`src/rtl/clk_div_pkg.sv`:
```
// Shared constants for the multi-channel clock/tick divider.
// Half-period defaults are terminal counts at a 100 MHz board clock.
package clk_div_pkg;

  localparam logic MODE_TOGGLE = 1'b0;
  localparam logic MODE_PULSE  = 1'b1;

  localparam logic [23:0] DEFAULT_HALF_5HZ  = 24'h989680;
  localparam logic [23:0] DEFAULT_HALF_50HZ = 24'h0F4240;

  // Output level at a terminal count without a mode change.
  function automatic logic term_level(input logic mode, input logic cur);
    return (mode == MODE_TOGGLE) ? ~cur : 1'b1;
  endfunction

endpackage

```
`src/rtl/clk_div_chan.sv`:
```
// One divider channel: active count/half/mode plus a shadow register set
// so that divisor and mode changes only take effect on a period boundary.
module clk_div_chan
  import clk_div_pkg::*;
#(
  parameter int unsigned      CNT_W        = 24,
  parameter logic [CNT_W-1:0] DEFAULT_HALF = CNT_W'(DEFAULT_HALF_5HZ)
) (
  input  logic             i_clk,
  input  logic             i_rst,
  input  logic             i_en,
  input  logic             i_sync,
  input  logic             i_wr,
  input  logic [CNT_W-1:0] i_val,
  input  logic             i_mode_in,
  output logic             o_clkout,
  output logic             o_tick
);

  logic [CNT_W-1:0] r_cnt;
  logic [CNT_W-1:0] r_half;
  logic             r_mode;
  logic [CNT_W-1:0] r_sh_half;
  logic             r_sh_mode;
  logic             r_pend;
  logic             r_clkout;
  logic             r_tick;

  logic w_at_half;
  logic w_term;

  assign w_at_half = (r_cnt == r_half);
  assign w_term    = i_en && w_at_half;

  always_ff @(posedge i_clk) begin
    if (i_rst) begin
      r_cnt     <= '0;
      r_half    <= DEFAULT_HALF;
      r_mode    <= MODE_TOGGLE;
      r_sh_half <= DEFAULT_HALF;
      r_sh_mode <= MODE_TOGGLE;
      r_pend    <= 1'b0;
      r_clkout  <= 1'b0;
      r_tick    <= 1'b0;
    end else if (i_sync) begin
      r_cnt    <= '0;
      r_clkout <= 1'b0;
      r_tick   <= 1'b0;
      r_pend   <= 1'b0;
      // A write in the same cycle bypasses the shadow and lands directly.
      if (i_wr) begin
        r_half    <= i_val;
        r_mode    <= i_mode_in;
        r_sh_half <= i_val;
        r_sh_mode <= i_mode_in;
      end else if (r_pend) begin
        r_half <= r_sh_half;
        r_mode <= r_sh_mode;
      end
    end else begin
      if (w_term) begin
        r_cnt  <= '0;
        r_tick <= 1'b1;
        if (r_pend && (r_sh_mode != r_mode)) begin
          r_clkout <= 1'b0;
        end else begin
          r_clkout <= term_level(r_mode, r_clkout);
        end
        if (r_pend) begin
          r_half <= r_sh_half;
          r_mode <= r_sh_mode;
        end
      end else if (i_en) begin
        r_cnt  <= r_cnt + CNT_W'(1);
        r_tick <= 1'b0;
        if (r_mode == MODE_PULSE) begin
          r_clkout <= 1'b0;
        end
      end else begin
        r_tick <= 1'b0;
        if (r_pend) begin
          r_half   <= r_sh_half;
          r_mode   <= r_sh_mode;
          r_cnt    <= '0;
          r_clkout <= 1'b0;
        end else if (r_mode == MODE_PULSE) begin
          r_clkout <= 1'b0;
        end
      end

      // The shadow is consumed by this cycle's terminal/disable before a fresh write refills it.
      if (i_wr) begin
        r_sh_half <= i_val;
        r_sh_mode <= i_mode_in;
        r_pend    <= 1'b1;
      end else if (!i_en || w_at_half) begin
        r_pend <= 1'b0;
      end
    end
  end

  assign o_clkout = r_clkout;
  assign o_tick   = r_tick;

endmodule

```
`src/rtl/clk_div_multi.sv`:
```
// Multi-channel programmable clock/tick generator: decodes the load strobe
// onto one channel and runs NUM_CH independent dividers with a common SYNC.
module clk_div_multi
  import clk_div_pkg::*;
#(
  parameter int unsigned      NUM_CH       = 2,
  parameter int unsigned      CNT_W        = 24,
  parameter logic [CNT_W-1:0] DEFAULT_HALF = CNT_W'(DEFAULT_HALF_5HZ),
  localparam int unsigned     SEL_W        = (NUM_CH > 1) ? $clog2(NUM_CH) : 1
) (
  input  logic              CLK,
  input  logic              RST,
  input  logic [NUM_CH-1:0] EN,
  input  logic              SYNC,
  input  logic              LOAD,
  input  logic [SEL_W-1:0]  LOAD_SEL,
  input  logic [CNT_W-1:0]  LOAD_VAL,
  input  logic              LOAD_MODE,
  output logic [NUM_CH-1:0] CLKOUT,
  output logic [NUM_CH-1:0] TICK
);

  logic [NUM_CH-1:0] w_wr;

  // Selects with no matching channel produce no strobe at all.
  always_comb begin
    w_wr = '0;
    for (int unsigned i = 0; i < NUM_CH; i++) begin
      if (LOAD && (32'(LOAD_SEL) == i)) begin
        w_wr[i] = 1'b1;
      end
    end
  end

  for (genvar g = 0; g < NUM_CH; g++) begin : g_chan
    clk_div_chan #(
      .CNT_W        (CNT_W),
      .DEFAULT_HALF (DEFAULT_HALF)
    ) u_chan (
      .i_clk     (CLK),
      .i_rst     (RST),
      .i_en      (EN[g]),
      .i_sync    (SYNC),
      .i_wr      (w_wr[g]),
      .i_val     (LOAD_VAL),
      .i_mode_in (LOAD_MODE),
      .o_clkout  (CLKOUT[g]),
      .o_tick    (TICK[g])
    );
  end

endmodule
```
`config.mk`:
```
export PLATFORM = sky130hd
export DESIGN_NAME = clk_div_multi
export DESIGN_NICKNAME = d
export VERILOG_FILES = /design/src/rtl/clk_div_pkg.sv /design/src/rtl/clk_div_chan.sv /design/src/rtl/clk_div_multi.sv
export SDC_FILE = /design/constraint.sdc
export NUM_CORES = 1
export LEC_CHECK = 0
export ABC_AREA = 1
export CORE_MARGIN = 2
export CORE_UTILIZATION = 25
export DETAILED_ROUTE_END_ITERATION = 8
export PLACE_DENSITY = 0.45
export SETUP_SLACK_MARGIN = 0.1
export SKIP_LAST_GASP = 1
export SLEW_MARGIN = 20
export SYNTH_ARGS = -nofsm -noshare
export SYNTH_HDL_FRONTEND = slang
export SYNTH_SLANG_ARGS = --single-unit
export TNS_END_PERCENT = 100
```
`constraint.sdc`:
```
create_clock -name CLK -period 1.65 [get_ports CLK]
set_clock_uncertainty 0.05 [all_clocks]
set_input_delay 0.33 -clock CLK [delete_from_list [all_inputs] [get_ports CLK]]
set_output_delay 0.33 -clock CLK [all_outputs]
set_load 0.02 [all_outputs]
```
==> flow_metrics.py <==
metrics = {
    "status": {
        "status": "complete, but fails checks",
        "violations": "setup timing",
    },
    "clock_tree": {
        "clock_path_buffers": 2,
        "cts_buffers": 17,
        "cts.htree.levels": 4,
        "cts_tree": "yes",
        "cts_root_buf": "clkbuf_16",
        "clk_pin_slew_worst_paths_ps": 80,
        "clk_latency_ps": 430,
        "clock-sinks": 154,
    },
    "synth": {
        "syn_inst": 1359,
        "yosys-top-cells-area": "dfxtp_1 36%, nand2_1 17%, nor2_1 8.5%",
        "synth_flop_cell": "dfxtp_1",
        "synth_edf_count": 0,
        "ys_types": 36,
        "ys_seq_area_share_pct": 36.5,
        "ys_warn_count": 0,
        "ys_async_sr_fraction_pct": 0,
        "synth.top_cell.area_share_pct": 36.5,
        "synth_top_cell_by_area": "dfxtp_1",
        "netlist_area_sq_um": 8450,
        "yosysMostFrequentCell": "nand2_1",
        "synth_nets": 1393,
        "synth.top_cells.by_count": "385 x nand2_1, 192 x nor2_1, 175 x inv_1",
        "avgSynthCellArea_sq_um": 6.22,
        "ys_ff_latch": 154,
    },
    "final_layout": {
        "fin_area_sq_um": 12800,
        "drive_gt1_share_pct": 35.2,
        "fin_nets": 1631,
        "diodes": 0,
        "syn2layout_area_growth_pct": 51.4,
    },
    "power": {
        "swShare_pct": 29.7,
        "clock_power_share_pct": 39.9,
        "leakage_nw": 5.72,
        "switchingPower_w": 0.00281,
        "power.internal_w": 0.00665,
        "p_seq_share_pct": 42.8,
        "max-vdd-ir-drop_uv": 710,
        "comb_power_share_pct": 17.3,
        "pwr_density_cell_nw_per_um2": 740,
    },
    "worst_setup_path": {
        "cp-end-kind": "flop",
        "worstPathArrival_ps": 2090,
        "reg2reg_depth": 12,
        "cp-start-kind": "flop",
        "worstPathMaxFanout": 5,
        "cp.required_ps": 1930,
        "crit_type": "flop to flop",
    },
    "floorplanning": {
        "chipHeight_um": 188,
        "ioPinCount": 36,
        "rows": 67,
        "die-area_sq_um": 35300,
        "initial_core_util_pct": 25.3,
        "die_w_um": 188,
        "core_area_sq_um": 33400,
    },
    "hold_path": {
        "hold_path.class": "flop to flop",
        "holdPathStages": 2,
    },
    "sta": {
        "max_freq_mhz": 551,
        "holdWs_ps": 416,
        "rsz0062_at_grt": "true",
        "worstMarginPinSlew_ps": 509,
        "finalHoldViolations": 0,
        "slew_headroom_pct": 66.0,
        "final_max_slew_viol_count": 0,
        "setup_violations": 82,
        "period_minus_slack_ps": 1810,
        "setup_ws_ps": -164,
        "fin_crit_sh_pct": 110,
    },
    "global_route": {
        "grt_pass1_vias": 8813,
        "grt_pass1_wl_um": 45900,
        "grt_overflow": 0,
        "grt_max_degree": 51,
        "antenna_found_initial": 0,
        "grtUsageTotal_pct": 16.2,
    },
    "routing": {
        "met2_length_um": 12800,
        "drc": 0,
        "vias_per_cell": 4.48,
        "wl_per_cell_um": 14.1,
        "drtIter0Drc": 468,
        "ant_nets": 0,
        "met3_length_um": 1020,
        "routed_wl_um": 28900,
        "drt_first_pass_iters": 5,
        "vias": 9221,
        "highest_layer": "met4",
        "wl_met1_um": 14700,
    },
    "place": {
        "place_hpwl_um": 20100,
        "routabilityCongestion": 0.825,
        "numPortBuffers": 35,
        "dpl-instance-area_sq_um": 10700,
        "preCtsSetupSlack_ps": -393,
    },
    "flow_run": {
        "drv_cap": 0,
    },
}
-- layout by cell type (no fill, tap or decap), types with 5 or more instances in the layout --
master             n
nand3_1           36
o22ai_1            6
clkbuf_16         21
buf_4            206
dfxtp_4           12
nand2_2           60
nand3_2           11
nand3_4            8
inv_1            155
nor2_1           143
nand2_4           12
nor3_1             9
nor3_2             9
buf_12            12
nand4_1           26
dfxtp_2           58
a21oi_1           51
dfxtp_1           84
nor2_4            23
a21oi_2           10
inv_2             37
clkdlybuf4s50_1   31
nor2_2            33
buf_16             7
a211oi_1           7
buf_6             18
o21ai_1            6
nand2_1          313
clkinv_4           5
o21ai_0          109
o211ai_1          49
-- stage by stage --
step	setup TNS [ps]	total power (W)	std cells	utilization, %
6_report	-7600	0.00946	2058	38.3
5_1_grt	-18340	0.00995	2058	38.3
4_1_cts	-7670	0.00943	2045	36.2
3_5_place_dp	-26990	0.00544	1980	32.1
3_3_place_gp	-24660	0.00543	1980	32.1
2_1_floorplan	0	0.00487	1359	-
-- power by group through the flow --
| stage | registers, W | clock network (W) | logic, W |
|---|---|---|---|
| after CTS | 0.00404 | 0.00390 | 0.00149 |
| after global placement | 0.00412 | 0 | 0.00131 |
| after global routing | 0.00408 | 0.00404 | 0.00183 |
| after detailed placement | 0.00412 | 0 | 0.00132 |
| after floorplan | 0.00408 | 0 | 0.000796 |
| final | 0.00405 | 0.00377 | 0.00164 |
-- state kept, by name (all words and copies together), names as in the netlist --
| register | cells |
|---|---|
| g_chan.u_chan.r_pend | 2 |
| g_chan.u_chan.o_clkout | 2 |
| g_chan.u_chan.o_tick | 2 |
| g_chan.u_chan.r_sh_half | 48 |
| g_chan.u_chan.r_half | 48 |
| g_chan.u_chan.r_mode | 2 |
| g_chan.u_chan.r_sh_mode | 2 |
| g_chan.u_chan.r_cnt | 48 |
-- layout make-up --
cell class                      count  area (sq um)
Inverter                          195           737
Multi-Input combinational cell    945          5060
Sequential cell                   154          3200
Timing Repair Buffer              284          2680
Clock buffer                       18           439
Clock inverter                     14           114
Tap cell                          448           561
Fill cell                        3602         20600
-- path summary, 6_finish.rpt --
| check | end | slack [ps] | start |
|---|---|---|---|
| hold / removal | g_chan[0].u_chan.r_sh_half[23] | 420 | g_chan[0].u_chan.r_sh_half[23] |
| setup / recovery | g_chan[1].u_chan.r_cnt[20] | -160 | g_chan[1].u_chan.r_cnt[0] |
| hold reg to reg | g_chan[0].u_chan.r_sh_half[23] | 420 | g_chan[0].u_chan.r_sh_half[23] |
| setup reg to reg | g_chan[1].u_chan.r_cnt[20] | -160 | g_chan[1].u_chan.r_cnt[0] |
-- critical path: stages (launching register included) --
cell	delay (ps)
dfxtp_4	390
inv_4	40
nand2_2	40
nand2_1	50
nor2_1	90
nand2_1	60
nor2_1	100
buf_4	140
nand3_4	80
buf_6	130
o21ai_4	190
bufbuf_16	300
nor2_1	40
-- layer usage --
layer	track usage, %	vias up
met5	0	-
met4	4.33	0
met3	2.73	30
met2	25.3	153
met1	23.1	4228
li1	-	4810
-- what timing repair did --
item / CTS / global route
cloned: 10 / 4
pin swaps: 28 / 58
buffers inserted: 24 / 11
resized for setup: 129 / 215
hold buffers: 0 / 0
endpoints found under the setup margin: 108 / 104
-- cells by family after synthesis --
kind of cell / share of synthesized area [%]
xor+xnor: 0.518
flops: 36.5
fa+ha+maj: 0.296
compound gates: 16.8
buf+inv: 12.5
simple gates: 33.4
Note: power is estimated with default switching activity, not from simulation.
